**src/rtl/seq_mant_mul_ctrl.sv**
```systemverilog
// Shift-and-add mantissa multiplier: one WIDTH+1-bit adder reused over WIDTH
// cycles, with a start/busy/done handshake and a held registered product.
module seq_mant_mul_ctrl #(
  parameter int WIDTH = 24,
  parameter int CW    = 5
) (
  input  logic                 clk,
  input  logic                 rst,
  input  logic                 start,
  input  logic [WIDTH-1:0]     a,
  input  logic [WIDTH-1:0]     b,
  output logic                 busy,
  output logic                 done,
  output logic [2*WIDTH-1:0]   p
);

  typedef enum logic [1:0] {
    IDLE = 2'd0,
    RUN  = 2'd1,
    DONE = 2'd2
  } state_t;

  localparam logic [CW-1:0] LAST = CW'(WIDTH - 1);

  state_t            state, state_nxt;
  logic [WIDTH-1:0]  m;
  logic [WIDTH:0]    h;
  logic [WIDTH-1:0]  q;
  logic [CW-1:0]     cnt;
  logic [WIDTH:0]    sum;
  logic              accept;
  logic              last_step;

  // The only adder in the datapath; H never exceeds WIDTH bits before the add.
  assign sum       = h + (q[0] ? {1'b0, m} : {(WIDTH+1){1'b0}});
  assign accept    = (state == IDLE) && start;
  assign last_step = (state == RUN) && (cnt == LAST);

  always_ff @(posedge clk) begin
    if (rst) state <= IDLE;
    else     state <= state_nxt;
  end

  always_comb begin
    state_nxt = state;
    busy      = 1'b0;
    done      = 1'b0;
    unique case (state)
      IDLE: if (start) state_nxt = RUN;
      RUN: begin
        busy = 1'b1;
        if (cnt == LAST) state_nxt = DONE;
      end
      DONE: begin
        busy      = 1'b1;
        done      = 1'b1;
        state_nxt = IDLE;
      end
      default: state_nxt = IDLE;
    endcase
  end

  always_ff @(posedge clk) begin
    if (rst) begin
      m   <= '0;
      h   <= '0;
      q   <= '0;
      cnt <= '0;
      p   <= '0;
    end else if (accept) begin
      m   <= a;
      q   <= b;
      h   <= '0;
      cnt <= '0;
    end else if (state == RUN) begin
      // {H,Q} <= {S,Q} >> 1, zero entering the top of H
      h   <= {1'b0, sum[WIDTH:1]};
      q   <= {sum[0], q[WIDTH-1:1]};
      cnt <= cnt + CW'(1);
      if (last_step) p <= {sum, q[WIDTH-1:1]};
    end
  end

endmodule

```
**config.mk**
```make
export PLATFORM = sky130hd
export DESIGN_NAME = seq_mant_mul_ctrl
export DESIGN_NICKNAME = d
export VERILOG_FILES = /design/src/rtl/seq_mant_mul_ctrl.sv
export SDC_FILE = /design/constraint.sdc
export NUM_CORES = 1
export LEC_CHECK = 0
export CAP_MARGIN = 20
export CORE_UTILIZATION = 30
export DETAILED_ROUTE_END_ITERATION = 10
export DONT_BUFFER_PORTS = 1
export PLACE_DENSITY_LB_ADDON = 0.15
export SLEW_MARGIN = 5
export SYNTH_ARGS = -nofsm -noshare
export SYNTH_HDL_FRONTEND = slang
export SYNTH_SLANG_ARGS = --single-unit
```
**constraint.sdc**
```tcl
create_clock -name clk -period 3.3 [get_ports clk]
set_input_delay 0.66 -clock clk [delete_from_list [all_inputs] [get_ports clk]]
set_output_delay 0.66 -clock clk [all_outputs]
set_load 0.005 [all_outputs]
```
==> run summary <==
Commonest cells after routing, fill and taps aside: nand2_1, dfxtp_1, a21oi_1, nor2_1, mux2i_1
Port Buffer Count: 0
Max_cap viols: 0
Final setup viols: 0
Die extent in x: 148.6 um
Net count after synthesis: 870
Max Freq: 342.0 MHz
Register area share after synthesis: 0.3944
Synthesized cell area: 0.006446 mm2
Final ANT Viol Nets: 0
Ys flop type: dfxtp_1
Relative slew slack: 0.4731
Peak supply drop: 278.2 uV
Setup crit end: h[15]
Worst Setup SP: q[0]
GPL Wtd Cong: 0.8647
Synth area leaders: dfxtp_1, nand2_1, a21oi_1, ha_1, mux2i_1
Fin crit period: 2.924 ns
Yosys top cell by area: dfxtp_1
Slowest stage delay, CP: 0.49 ns
Mapped Cells: 789
Top cell type's share of synthesized area: 0.3944
Post-route DRC: 0
Number of H-tree levels: 4
# IOs: 101
Multiplexer area fraction after synthesis: 0.04969
Arr. time, crit path: 3.28 ns
Worst path cell trace: buf_4 -> and2_1 -> ha_1 -> nand3_1 -> nor2_1 -> a2111oi_1 -> buf_4 -> o41a_1 -> or4b_1 -> nand3_1
Area grow syn2layout: 13.66%
Element type at the critical path end: flop
Core box area: 0.02102 mm2
Final hold vios: 0
ANT cells: 0
Drt pass-1 iters: 4
Most common cell after layout, fill and taps aside: nand2_1
DR vias: 5521
CTS Buf Count: 17
Post_cts resized: 0
Syn. warnings: 0
Crit path kind: reg2reg
Slowest CP cell: or4b_1
P per Cell Area: 547.3 mW/mm2
Synth Area in XOR/XNOR: 0.01902
Outcome: finished, final reports clean
Fin Setup TNS: 0 ns
Main combinational cell family by area after synthesis: simple AND/OR/NAND/NOR gates
DRT Wirelength: 17.75 mm
Reg2reg setup slack: 0.38 ns
Grt total ovfl: 0
Chip height: 148.6 um
Worst-path clk slew: 0.06 ns
Clk root buf: clkbuf_16
Worst Setup Start Kind: flop
Number of synthesized register bits: 127
Placed Cells incl. Taps: 1022
GRT Overall Usage: 0.1637
Starting Density: 0.3066
First-pass GRT wire length: 28.28 mm
R2R Path End: h[15]
Lkg Pwr: 2.663 nW
Final Skew: 0.01129 ns
Routed wire per std cell: 16.84 um
Via-to-Cell Ratio: 5.238
Post-synth ARST share: 0
Post-Synth Simple-Gate Area: 0.2448
Final Power: 4.010 mW
Clock Path Buffers: 2
RSZ-0062 raised after global routing: false
Type of the worst min-delay path: in2reg
Pin count of the biggest net entering global routing: 122
Fin nets: 847
Synthesized area per cell: 8.170 um2
Die area: 0.02208 mm2
Site Rows: 53
DR iter-0 viols: 238
Period utilization: 0.8860
Number of global-route vias before repair: 5282
Netlist cell types: 56
Synth Area in Compound Gates: 0.1920
TritonCTS clock tree: built
Slew Viols, Final: 0
Layout cells sized above 1: 0.07831
Layout Cells excl Fill: 1054
CP Max Fanout: 15
Skew-Pair Late Insertion Delay: 0.42 ns
CTS Hold Bufs: 0
HPWL Detailed: 12.35 mm
Postcts setup bufs: 0
Tightest Pin Transition: 0.7904 ns
Reg-to-Reg Start: q[0]
Synth Area in Adders: 0.05939
Initial antenna violation count: 0
Req. time, crit path: 3.66 ns
EDFF count, synth: 0
R2R depth: 10
CTS sink cnt: 127
## worst max-delay path: cells and delay by family, from the launching register on
kind / cells / cell delay [ns]
AO/OA/AOI/OAI: 2 / 0.55
adder cells (fa/ha/maj): 1 / 0.36
buffers and inverters: 2 / 0.38
flip-flops: 1 / 0.41
AND/OR/NAND/NOR: 5 / 1.17
## kinds of logic (layout without fill, tap and decap cells)
logic type	after synthesis	after routing
buf+inv	70	60
mux	32	32
compound gates	195	195
xor+xnor	14	14
fa+ha+maj	30	30
simple gates	321	321
flops	127	127
## stage by stage
stage                     hold WS (ns)  instance area, um2  worst slack, ns    util
after global placement          0.4423                6710           0.2923  0.3192
after CTS                       0.3147                7320          0.07076  0.3482
after global routing            0.2929                7327           0.1769  0.3486
final                           0.3348                7327           0.3761  0.3486
after detailed placement        0.4427                6710          0.05091  0.3192
after floorplan                 0.4317                6446           0.6012       -
## cells in the mapped netlist (7+ instances only)
| library cell | instances |
|---|---|
| o21ai_0 | 22 |
| nand2_1 | 128 |
| dfxtp_1 | 127 |
| mux2i_1 | 32 |
| a211oi_1 | 28 |
| ha_1 | 29 |
| xnor2_1 | 9 |
| nor2_1 | 54 |
| clkbuf_1 | 47 |
| nand3b_1 | 24 |
| o211ai_1 | 7 |
| inv_1 | 13 |
| nor3b_1 | 8 |
| or3_1 | 11 |
| nor3_1 | 9 |
| and2_1 | 30 |
| buf_1 | 10 |
| and3_1 | 9 |
| a21oi_1 | 93 |
| nand3_1 | 24 |
## flip-flops by register name, summed over array words and instances, names as in the netlist
| signal | cells |
|---|---|
| state | 2 |
| cnt | 5 |
| q | 24 |
| p | 48 |
| h | 24 |
| m | 24 |
## worst min path at each step
stage	end	cells past startpoint	from
2_1_floorplan	m[0]	2	m[0]
3_3_place_gp	m[2]	2	m[2]
3_5_place_dp	m[2]	2	m[2]
4_1_cts	m[14]	1	rst
5_1_grt	state[0]	1	rst
6_report	state[0]	1	rst
## routing by layer
| layer | vias up | GRT usage | routed length, um |
|---|---|---|---|
| met3 | 13 | 0.03528 | 758 |
| met2 | 97 | 0.2526 | 8056 |
| met1 | 2653 | 0.2273 | 8741 |
| li1 | 2758 | - | - |
| met4 | 0 | 0.04691 | 193 |
| met5 | - | 0 | 0 |
## where the power goes
| group | switching (mW) | internal [mW] |
|---|---|---|
| clock network | 0.784 | 1.16 |
| logic | 0.244 | 0.157 |
| registers | 0.0578 | 1.61 |
## area by class of cell
cell class,count,area (um2)
clock buffers,18,439.2
clock inverters,14,170.2
fillers,2170,13690
inverters,13,48.80
multi-input cells,592,3669
flip-flops and latches,127,2544
well taps,275,344.1
repair buffers,15,112.6
(Power assumes the default switching activity.)
